--- src/rtl/dc_missq_pkg.sv ---
`default_nettype none
// ----------------------------------------------------------------------------
// dc_missq_pkg : shared types and encodings for the DC miss queue / fill stage
// Rev 1.0
// ----------------------------------------------------------------------------
package dc_missq_pkg;

  localparam int MISSQ_TAG_BITS   = 10;
  localparam int MISSQ_INDEX_BITS = 5;

  localparam logic [2:0] SC_CMD_REQ_S  = 3'd1;
  localparam logic [2:0] SC_CMD_REQ_M  = 3'd2;
  localparam logic [4:0] SC_SCMD_ACK_S = 5'd4;
  localparam logic [4:0] SC_SCMD_ACK_M = 5'd5;
  localparam logic [2:0] DC_STATE_S    = 3'd1;
  localparam logic [2:0] DC_STATE_M    = 3'd3;

  localparam logic [1:0] RRIP_INSERT  = 2'd2;
  localparam logic [1:0] RRIP_DISTANT = 2'd3;

  typedef enum logic [1:0] {
    E_FREE  = 2'd0,
    E_PEND  = 2'd1,
    E_SENT  = 2'd2,
    E_ACKED = 2'd3
  } entry_state_e;

  typedef enum logic [1:0] {
    F_IDLE = 2'd0,
    F_RD   = 2'd1,
    F_SEL  = 2'd2,
    F_WR   = 2'd3
  } fill_state_e;

  typedef struct packed {
    entry_state_e                state;
    logic                        write;
    logic [MISSQ_TAG_BITS-1:0]   tag;
    logic [MISSQ_INDEX_BITS-1:0] index;
  } entry_t;

endpackage
`default_nettype wire

--- src/rtl/dc_rrip_victim.sv ---
`default_nettype none
// ----------------------------------------------------------------------------
// dc_rrip_victim : picks the lowest way whose RRIP counter is distant (3)
// Rev 1.0
// ----------------------------------------------------------------------------
module dc_rrip_victim
  import dc_missq_pkg::*;
#(
  parameter int WAYS = 8
) (
  input  logic [2*WAYS-1:0]       rrip,
  output logic                    found,
  output logic [$clog2(WAYS)-1:0] way
);

  localparam int WAY_W = $clog2(WAYS);

  // Scan from the top so the lowest matching way is the last one written.
  always_comb begin
    found = 1'b0;
    way   = '0;
    for (int w = WAYS - 1; w >= 0; w--) begin
      if (rrip[2*w +: 2] == RRIP_DISTANT) begin
        found = 1'b1;
        way   = WAY_W'(w);
      end
    end
  end

endmodule
`default_nettype wire

--- src/rtl/dc_1_missq.sv ---
`default_nettype none
// ----------------------------------------------------------------------------
// dc_1_missq : in-order L1 miss queue with RRIP victim fill into the tag bank
// Optional build macro DC_MISSQ_MERGE_EN absorbs duplicate misses.
// Rev 1.0
// ----------------------------------------------------------------------------
module dc_1_missq
  import dc_missq_pkg::*;
#(
  parameter int ENTRIES    = 4,
  parameter int TAG_BITS   = 10,
  parameter int INDEX_BITS = 5,
  parameter int WAYS       = 8
) (
  input  logic                    clk,
  input  logic                    reset,
  input  logic                    miss_valid,
  output logic                    miss_retry,
  input  logic                    miss_write,
  input  logic [TAG_BITS-1:0]     miss_tag,
  input  logic [INDEX_BITS-1:0]   miss_index,
  output logic                    l1tol2_req_valid,
  input  logic                    l1tol2_req_retry,
  output logic [2:0]              l1tol2_req,
  input  logic                    l2tol1_snack_valid,
  input  logic [4:0]              l2tol1_snack,
  output logic                    rrip_rd_valid,
  output logic [INDEX_BITS-1:0]   rrip_rd_index,
  input  logic [2*WAYS-1:0]       rrip_rd_data,
  output logic                    age_valid,
  output logic                    fill_valid,
  input  logic                    fill_retry,
  output logic [INDEX_BITS-1:0]   fill_index,
  output logic [$clog2(WAYS)-1:0] fill_way,
  output logic [TAG_BITS-1:0]     fill_tag,
  output logic [2:0]              fill_state,
  output logic [1:0]              fill_rrip,
  output logic                    err_unexp_ack
);

  localparam int PTR_W = $clog2(ENTRIES);
  localparam int WAY_W = $clog2(WAYS);

  entry_t             r_q      [ENTRIES];
  logic               r_fill_m [ENTRIES];
  logic [PTR_W-1:0]   r_head, r_issue, r_ack, r_tail;
  logic [PTR_W:0]     r_count;
  logic               r_full, r_err;
  fill_state_e        r_fstate, w_fstate_nx;
  logic [1:0]         r_ages;
  logic [WAY_W-1:0]   r_victim;

  logic               w_dup_any, w_dup_block, w_absorb;
  logic               w_accept, w_req_valid, w_send;
  logic               w_ack_cmd, w_ack_ok, w_unexp, w_pop;
  logic               w_found;
  logic [WAY_W-1:0]   w_way;
  logic [PTR_W:0]     w_count_nx;
  entry_t             w_head;

  always_comb begin
    w_dup_any = 1'b0;
    for (int i = 0; i < ENTRIES; i++) begin
      if (r_q[i].state != E_FREE && r_q[i].tag == miss_tag && r_q[i].index == miss_index)
        w_dup_any = 1'b1;
    end
  end

`ifdef DC_MISSQ_MERGE_EN
  logic w_dup_s;
  always_comb begin
    w_dup_s = 1'b0;
    for (int i = 0; i < ENTRIES; i++) begin
      if (r_q[i].state != E_FREE && r_q[i].tag == miss_tag && r_q[i].index == miss_index
          && !r_q[i].write)
        w_dup_s = 1'b1;
    end
  end
  // A store cannot ride on a shared-only request; it must wait for that line to land.
  assign w_dup_block = miss_write & w_dup_s;
  assign w_absorb    = w_dup_any & ~w_dup_block;
`else
  assign w_dup_block = w_dup_any;
  assign w_absorb    = 1'b0;
`endif

  assign miss_retry  = ~reset | r_full | (miss_valid & w_dup_block);
  assign w_accept    = miss_valid & ~miss_retry & ~w_absorb;

  assign w_req_valid = (r_q[r_issue].state == E_PEND);
  assign w_send      = w_req_valid & ~l1tol2_req_retry;

  assign w_ack_cmd   = l2tol1_snack_valid &
                       ((l2tol1_snack == SC_SCMD_ACK_S) | (l2tol1_snack == SC_SCMD_ACK_M));
  assign w_ack_ok    = w_ack_cmd & (r_q[r_ack].state == E_SENT);
  assign w_unexp     = w_ack_cmd & ~w_ack_ok;
  assign w_pop       = (r_fstate == F_WR) & ~fill_retry;

  assign w_count_nx  = r_count + (PTR_W+1)'(w_accept) - (PTR_W+1)'(w_pop);
  assign w_head      = r_q[r_head];

  dc_rrip_victim #(.WAYS(WAYS)) u_victim (
    .rrip  (rrip_rd_data),
    .found (w_found),
    .way   (w_way)
  );

  // An ack landing on the head entry starts the read straight away.
  always_comb begin
    w_fstate_nx   = r_fstate;
    rrip_rd_valid = 1'b0;
    age_valid     = 1'b0;
    case (r_fstate)
      F_IDLE: if (w_head.state == E_ACKED || (w_ack_ok && r_ack == r_head)) w_fstate_nx = F_RD;
      F_RD: begin
        rrip_rd_valid = 1'b1;
        w_fstate_nx   = F_SEL;
      end
      F_SEL: begin
        if (w_found || r_ages == 2'd3) begin
          w_fstate_nx = F_WR;
        end else begin
          age_valid   = 1'b1;
          w_fstate_nx = F_RD;
        end
      end
      F_WR:    if (!fill_retry) w_fstate_nx = F_IDLE;
      default: w_fstate_nx = F_IDLE;
    endcase
  end

  always_ff @(posedge clk or negedge reset) begin
    if (!reset) begin
      for (int i = 0; i < ENTRIES; i++) begin
        r_q[i]      <= '0;
        r_fill_m[i] <= 1'b0;
      end
      r_head   <= '0;
      r_issue  <= '0;
      r_ack    <= '0;
      r_tail   <= '0;
      r_count  <= '0;
      r_full   <= 1'b0;
      r_err    <= 1'b0;
      r_fstate <= F_IDLE;
      r_ages   <= '0;
      r_victim <= '0;
    end else begin
      if (w_accept) begin
        r_q[r_tail] <= '{state: E_PEND, write: miss_write, tag: miss_tag, index: miss_index};
        r_tail      <= r_tail + 1'b1;
      end
      if (w_send) begin
        r_q[r_issue].state <= E_SENT;
        r_issue            <= r_issue + 1'b1;
      end
      if (w_ack_ok) begin
        r_q[r_ack].state <= E_ACKED;
        r_fill_m[r_ack]  <= (l2tol1_snack == SC_SCMD_ACK_M);
        r_ack            <= r_ack + 1'b1;
      end
      if (w_pop) begin
        r_q[r_head].state <= E_FREE;
        r_head            <= r_head + 1'b1;
      end
      if (w_unexp) r_err <= 1'b1;
      r_count  <= w_count_nx;
      r_full   <= (w_count_nx == (PTR_W+1)'(ENTRIES));
      r_fstate <= w_fstate_nx;
      if (r_fstate == F_IDLE)  r_ages <= '0;
      else if (age_valid)      r_ages <= r_ages + 1'b1;
      if (r_fstate == F_SEL)   r_victim <= w_way;
    end
  end

  assign l1tol2_req_valid = w_req_valid;
  assign l1tol2_req       = w_req_valid ? (r_q[r_issue].write ? SC_CMD_REQ_M : SC_CMD_REQ_S) : 3'd0;
  assign rrip_rd_index    = rrip_rd_valid ? w_head.index : '0;
  assign fill_valid       = (r_fstate == F_WR);
  assign fill_index       = (fill_valid | age_valid) ? w_head.index : '0;
  assign fill_way         = fill_valid ? r_victim : '0;
  assign fill_tag         = fill_valid ? w_head.tag : '0;
  assign fill_state       = fill_valid ? (r_fill_m[r_head] ? DC_STATE_M : DC_STATE_S) : 3'd0;
  assign fill_rrip        = fill_valid ? RRIP_INSERT : 2'd0;
  assign err_unexp_ack    = r_err;

endmodule
`default_nettype wire

--- config.mk ---
export PLATFORM = sky130hd
export DESIGN_NAME = dc_1_missq
export DESIGN_NICKNAME = d
export VERILOG_FILES = /design/src/rtl/dc_missq_pkg.sv /design/src/rtl/dc_rrip_victim.sv /design/src/rtl/dc_1_missq.sv
export SDC_FILE = /design/constraint.sdc
export NUM_CORES = 1
export LEC_CHECK = 0
export ABC_CLOCK_PERIOD_IN_PS = 4700
export CAP_MARGIN = 25
export CORE_MARGIN = 5
export CORE_UTILIZATION = 39
export DETAILED_ROUTE_END_ITERATION = 10
export PLACE_DENSITY = 0.72
export SLEW_MARGIN = 40
export SYNTH_ARGS = -nofsm -noshare
export SYNTH_HDL_FRONTEND = slang
export SYNTH_SLANG_ARGS = --single-unit
--- constraint.sdc ---
create_clock -name clk -period 4.7 [get_ports clk]
set_clock_uncertainty 0.05 [all_clocks]
set_input_delay 0.94 -clock clk [delete_from_list [all_inputs] [get_ports clk]]
set_output_delay 0.94 -clock clk [all_outputs]
set_load 0.005 [all_outputs]
# Yosys cells after proc, flatten, opt, wreduce, memory -nomap -nowiden
# Cells that the tools add are included.
dict set report word_totals {
  ff_bits 96
  inputBits 43
  output_inout_bits 37
  elab_cells 185
}
dict set report classes {
  n_addsub 7
  order_cmp 8
  eq_ne 29
  n_mux 69
  n_bitwise 20
  n_reduce_logical 22
}
# operator count
set op_table {}
lappend op_table {{bitwise mux 72 bit} 4}
lappend op_table {{two-way mux 72 bit} 4}
lappend op_table {{two-way mux 18 bit} 10}
lappend op_table {{demux 18 bit (select 2 bit)} 4}
lappend op_table {{binary-select mux 18 bit (select 2 bit)} 3}
lappend op_table {{== test 10 bit} 4}
lappend op_table {{two-way mux 3 bit} 9}
lappend op_table {{== test 2 bit, second input constant} 13}
lappend op_table {{== test 5 bit} 4}
lappend op_table {{two-way mux 2 bit} 10}
lappend op_table {{two-way mux 1 bit} 18}
lappend op_table {{logical AND 1 bit} 13}
lappend op_table {{greater-or-equal comparator 3 bit, second input constant} 4}
lappend op_table {{< comparator 3 x 1 -> 1 bit, second input constant} 4}
lappend op_table {{NOT 2 -> 3 bit} 4}
lappend op_table {{adder 2 x 1 -> 2 bit, second input constant} 5}
lappend op_table {{== test 5 x 3 -> 1 bit, second input constant} 2}
lappend op_table {{two-way mux 10 bit} 1}
lappend op_table {{two-way mux 5 bit} 2}
lappend op_table {{nonzero test 2 bit} 5}
lappend op_table {{one-hot mux 2 bit (4 select lines)} 1}
lappend op_table {{bitwise AND 1 bit} 7}
lappend op_table {{NOT 1 bit} 5}
lappend op_table {{bitwise mux 4 bit} 1}
lappend op_table {{other kinds (12)} 18}

# Logic depth before layout (Yosys ltp)
dict set report logic_depth {
  word_depth 18
  ltp_mapped 16
}

# Cells and area by module
# Synthesis repeated with hierarchy kept, for this count alone.
dict set report hier_totals {
  cells_unflattened 479
  area_unflattened_um2 5975.7
}
# module n_inst cells_each area_per_inst_um2 seq_area_each_um2
set modules_own_cells {}
lappend modules_own_cells {dc_1_missq 1 460 5850.6 2402.3}
lappend modules_own_cells {dc_rrip_victim 1 19 125.1 0.0}

# Least setup slack after synthesis
# Ideal clock, no wire load.
dict set report synth_timing {
  path_type {input-to-reg}
  from {in miss_tag[5]}
  to {reg r_full}
  arrival_time_ns 3.628
  required_ns 4.562
  setup_slack_ns 0.934
  path_stages 16
  cell_sequence {buf_4 xnor2_1 o2111ai_1 nor4_1 or4_1 buf_6 nor2_1 inv_1 ha_1 inv_1 ha_1 inv_1 fa_1 xnor2_1 xnor2_1 nor3b_1}
}
dict set report synth_via {
  elab_chain_len 14
  elab_cells_between_ends 23
}
# item line
set synth_lines {}
lappend synth_lines {{start: declaration} dc_1_missq.sv:20} ;# input logic [TAG_BITS-1:0] miss_tag,
lappend synth_lines {{== test 10 bit} dc_1_missq.sv:64} ;# if (r_q[i].state != E_FREE && r_q[i].tag == miss_tag && r_q[i].index == miss_index)
lappend synth_lines {{logical AND 1 bit (2 in series)} dc_1_missq.sv:64}
lappend synth_lines {{two-way mux 1 bit (3 in series)} dc_1_missq.sv:64}
lappend synth_lines {{two-way mux 1 bit (*)} dc_1_missq.sv:64}
lappend synth_lines {{bitwise AND 1 bit (*)} dc_1_missq.sv:87} ;# assign miss_retry = ~reset | r_full | (miss_valid & w_dup_block);
lappend synth_lines {{bitwise OR 1 bit (*)} dc_1_missq.sv:87}
lappend synth_lines {{NOT 1 bit (*)} dc_1_missq.sv:88} ;# assign w_accept = miss_valid & ~miss_retry & ~w_absorb;
lappend synth_lines {{bitwise AND 1 bit (*)} dc_1_missq.sv:88}
lappend synth_lines {{adder 3 x 1 -> 3 bit (*)} dc_1_missq.sv:99} ;# assign w_count_nx = r_count + (PTR_W+1)'(w_accept) - (PTR_W+1)'(w_pop);
lappend synth_lines {{subtractor 3 x 1 -> 3 bit (*)} dc_1_missq.sv:99}
lappend synth_lines {{via w_count_nx[2]} dc_1_missq.sv:58} ;# logic [PTR_W:0] w_count_nx;
lappend synth_lines {{== test 3 bit (*)} dc_1_missq.sv:168} ;# r_full <= (w_count_nx == (PTR_W+1)'(ENTRIES));
lappend synth_lines {{end signal: assignment} dc_1_missq.sv:168}
lappend synth_lines {{end: declaration} dc_1_missq.sv:48} ;# logic r_full, r_err;
# Mark *: on every way through the listed nets, which the timed path passes. The rest lies on a longest branch.
# A chain may end at the register's enable or synchronous reset.

# Final worst setup path
dict set report layout_timing {
  from {in miss_tag[3]}
  to {out miss_retry}
}
dict set report layout_via {
  elab_chain_len 9
  elab_cells_between_ends 18
}
# item line
set layout_lines {}
lappend layout_lines {{== test 10 bit} dc_1_missq.sv:64}
lappend layout_lines {{logical AND 1 bit (2 in series)} dc_1_missq.sv:64}
lappend layout_lines {{two-way mux 1 bit (3 in series)} dc_1_missq.sv:64}
lappend layout_lines {{two-way mux 1 bit (*)} dc_1_missq.sv:64}
lappend layout_lines {{bitwise AND 1 bit (*)} dc_1_missq.sv:87}
lappend layout_lines {{bitwise OR 1 bit (*)} dc_1_missq.sv:87}
lappend layout_lines {{end: declaration} dc_1_missq.sv:18} ;# output logic miss_retry,
# Every way passes the cells marked *; elsewhere a longest branch is shown, timed or not.

==> results.tsv <==
stage	metric	value	unit
outcome	status	finished clean	
global_routing	grt_pass1_vias	4104	
die	coreArea	0.01509	mm^2
worst_setup_path	crit_fanout	8	
sta	period_needed	4.508	ns
routing	drt_iter0_drc	158	
routing	drcViolationCount	0	
pwr	p_per_area	644.2	mW/mm^2
clock_network	root_buffer	clkbuf_16	
sta	hold_viol_final	0	
final_layout	num_antenna_cells	0	
yosys	ys_seq_area_share	40.49	%
global_routing	grt_use_total	16.06	%
worst_setup_path	crit_slowest_cell	clkdlybuf4s50_1	
yosys	synth.area.top_cells	dfrtp_1 (40%), xnor2_1 (10%), mux2_4 (8.1%)	
yosys	yosys_warnings	0	
yosys	synth_cell_types	44	
die	num_rows	45	
worst_setup_path	cp-start-kind	input port	
yosys	synth_edf_count	0	
die	fp.dieH	133.3	um
global_routing	grt_max_degree	54	
clock_network	clk_path_buf_depth	2	
placement	gp_congestion	0.8690	
clock_network	clk_latency	0.35	ns
yosys	yosysTopAreaCell	dfrtp_1	
yosys	synthFlopType	dfrtp_1	
clock_network	cts_buffers	9	
global_routing	antenna_found_initial	0	
sta	fin_tns_setup	0	ns
pwr	max-vdd-ir-drop	0.3087	mV
worst_setup_path	cp-end-kind	primary output	
routing	num_vias	3890	
worst_setup_path	cp.required	3.71	ns
final_layout	nets	605	
routing	routed_via_density	5.293	
final_layout	area_growth	17.69	%
global_routing	grt_overflow	0	
worst_setup_path	cp.arrival	3.52	ns
die	dieArea	0.01778	mm^2
sta	fmax	0.2218	GHz
yosys	syn_area	0.005933	mm^2
routing	ant_nets	0	
die	initial_core_util	39.32	%
sta	relSlewSlack	53.79	%
final_layout	num-fill-cells	1343	
sta	setup_viol	0	
yosys	synth.top_cell.area_share	40.49	%
pwr	leakagePower	0.002862	uW
yosys	syn-instance-count	482	
placement	dp_hpwl	10110	um
clock_network	cts_sinks	96	
final_layout	drive_above_1_share	21.21	%
sta	worst_slew_pin_slew	0.6932	ns
yosys	ys_ff_latch	96	
sta	rsz0062_at_grt	no	
clock_network	cts_tree	yes	
worst_setup_path	max_stage_delay	0.73	ns
run	cap_violations	0	
sta	drv_slew	0	
worst_setup_path	path_cells	clkdlybuf4s50_1 -> xnor2_1 -> nand4_1 -> nor4_1 -> or4_1 -> buf_4 -> nand2_1 -> nand2_1 -> clkdlybuf4s50_1	
final_layout	utilization	46.28	%
pwr	p_total	4499	uW
routing	drt-total-wl	13840	um
clock_network	h-tree-depth	3	
placement	numPortBuffers	76	
yosys	synthArstFlopShare	100.0	%
clock_network	clkTransAtPathRegs	0.06	ns
min_path	min_path_type	reg2reg	
die	io-pin-count	80	
routing	wl_per_cell	18.82	um
die	die_x	133.3	um
sta	fin_crit_sh	95.92	%
worst_setup_path	criticalPathCategory	in2out	
yosys	avgSynthCellArea	12.31	um^2
global_routing	grt_pass1_wl	22310	um
routing	first_pass_iters	4	
[metrics by stage]
| stage | instance area [um^2] | cells | setup WS [ns] | hold slack (ns) |
|---|---|---|---|---|
| after global placement | 6658 | 719 | 0.2123 | 0.4010 |
| after global routing | 6983 | 735 | 0.01488 | 0.4287 |
| after floorplan | 5941 | 484 | 0.9337 | 0.3866 |
| final | 6983 | 735 | 0.1919 | 0.4169 |
| after detailed placement | 6659 | 719 | 0.08256 | 0.4029 |
| after CTS | 6975 | 735 | 0.2097 | 0.4165 |
[cells by family after synthesis]
kind of cell | after synthesis | share of synthesized area [%]
xor gates and xnor gates | 68 | 10.04
adders and majority gates | 20 | 4.344
and+or+nand+nor | 111 | 11.28
other | 1 | 0.06320
muxes | 88 | 22.12
AOI/OAI and AO/OA | 44 | 5.040
buffers and inverters | 54 | 6.622
DFF | 96 | 40.49
[timing repair]
| action | CTS | global route |
|---|---|---|
| hold buffers | 0 | 0 |
| buffers inserted | 0 | 0 |
| gates resized for setup | 0 | 1 |
| setup endpoints to repair | 0 | 1 |
[cells in the mapped netlist (2+ instances only)]
| master | n |
|---|---|
| a21oi_1 | 8 |
| a22oi_1 | 4 |
| a311oi_1 | 2 |
| and2_1 | 27 |
| and3_1 | 5 |
| buf_12 | 4 |
| buf_4 | 9 |
| buf_6 | 12 |
| clkbuf_1 | 9 |
| dfrtp_1 | 96 |
| ha_1 | 19 |
| inv_1 | 19 |
| mux2_2 | 37 |
| mux2_4 | 32 |
| mux4_2 | 18 |
| nand2_1 | 27 |
| nand2b_1 | 2 |
| nand3_1 | 6 |
| nand3b_1 | 6 |
| nand4_1 | 12 |
| nor2_1 | 7 |
| nor2_8 | 4 |
| nor2b_1 | 7 |
| nor4_1 | 4 |
| o2111ai_1 | 4 |
| o21ai_0 | 11 |
| o22ai_1 | 4 |
| o311a_1 | 4 |
| xnor2_1 | 68 |
[power by group]
group          switching [uW]  leakage [uW]  internal, uW
Combinational             780       0.00155          1260
Clock                     328      0.000152           445
Sequential                467       0.00116          1220
[worst max-delay path, delay by kind of cell]
family / cells / cell delay, ns
buffers and inverters: 3 / 1.46
AND/OR/NAND/NOR: 5 / 0.98
XOR/XNOR: 1 / 0.13
[worst paths after layout]
path	slack (ns)	from	cells past startpoint	to
min	0.42	r_count[2]	1	r_count[2]
min in group asynchronous	0.65	reset	2	r_issue[0]
max in group asynchronous	2.80	reset	3	r_head[1]
max	0.19	miss_tag[3]	9	miss_retry
min reg2reg	0.42	r_count[2]	1	r_count[2]
max reg2reg	1.30	r_q[48]	14	r_full
[state kept, by name (all words and copies together) (netlist names)]
signal / flops
r_q: 72
r_fill_m: 4
r_count: 3
r_victim: 3
r_ack: 2
r_ages: 2
r_fstate: 2
r_head: 2
r_issue: 2
r_tail: 2
err_unexp_ack: 1
r_full: 1
[layer usage]
metal | global-route usage [%] | share of wire, % | vias to the layer above
met5 | 0 | 0 | -
met3 | 3.323 | 5.5 | 15
met1 | 21.98 | 45 | 1964
met4 | 5.371 | 1.5 | 0
met2 | 25.56 | 48 | 107
li1 | - | - | 1804
[placed cells by master, fill, tap and decap left out, types with 9 or more instances in the layout]
cell,n
xnor2_1,67
dfrtp_1,95
mux2_2,37
clkdlybuf4s50_1,75
clkbuf_16,9
nand4_1,12
and2_1,27
nand2_1,27
o21ai_0,11
mux2_4,32
ha_1,19
inv_1,19
mux4_2,18
[area by class of cell]
class | count | area (um^2) | share of cell area [%]
multi-input combinational | 334 | 3153 | 45.15
inverter | 19 | 71.32 | 1.021
clock buffer | 11 | 252.7 | 3.619
sequential | 96 | 2404 | 34.42
clock inverter | 5 | 63.81 | 0.9138
tap | 188 | 235.2 | 3.369
timing repair buffer | 82 | 803.3 | 11.50
No activity file was read; power rests on OpenSTA's default activity.
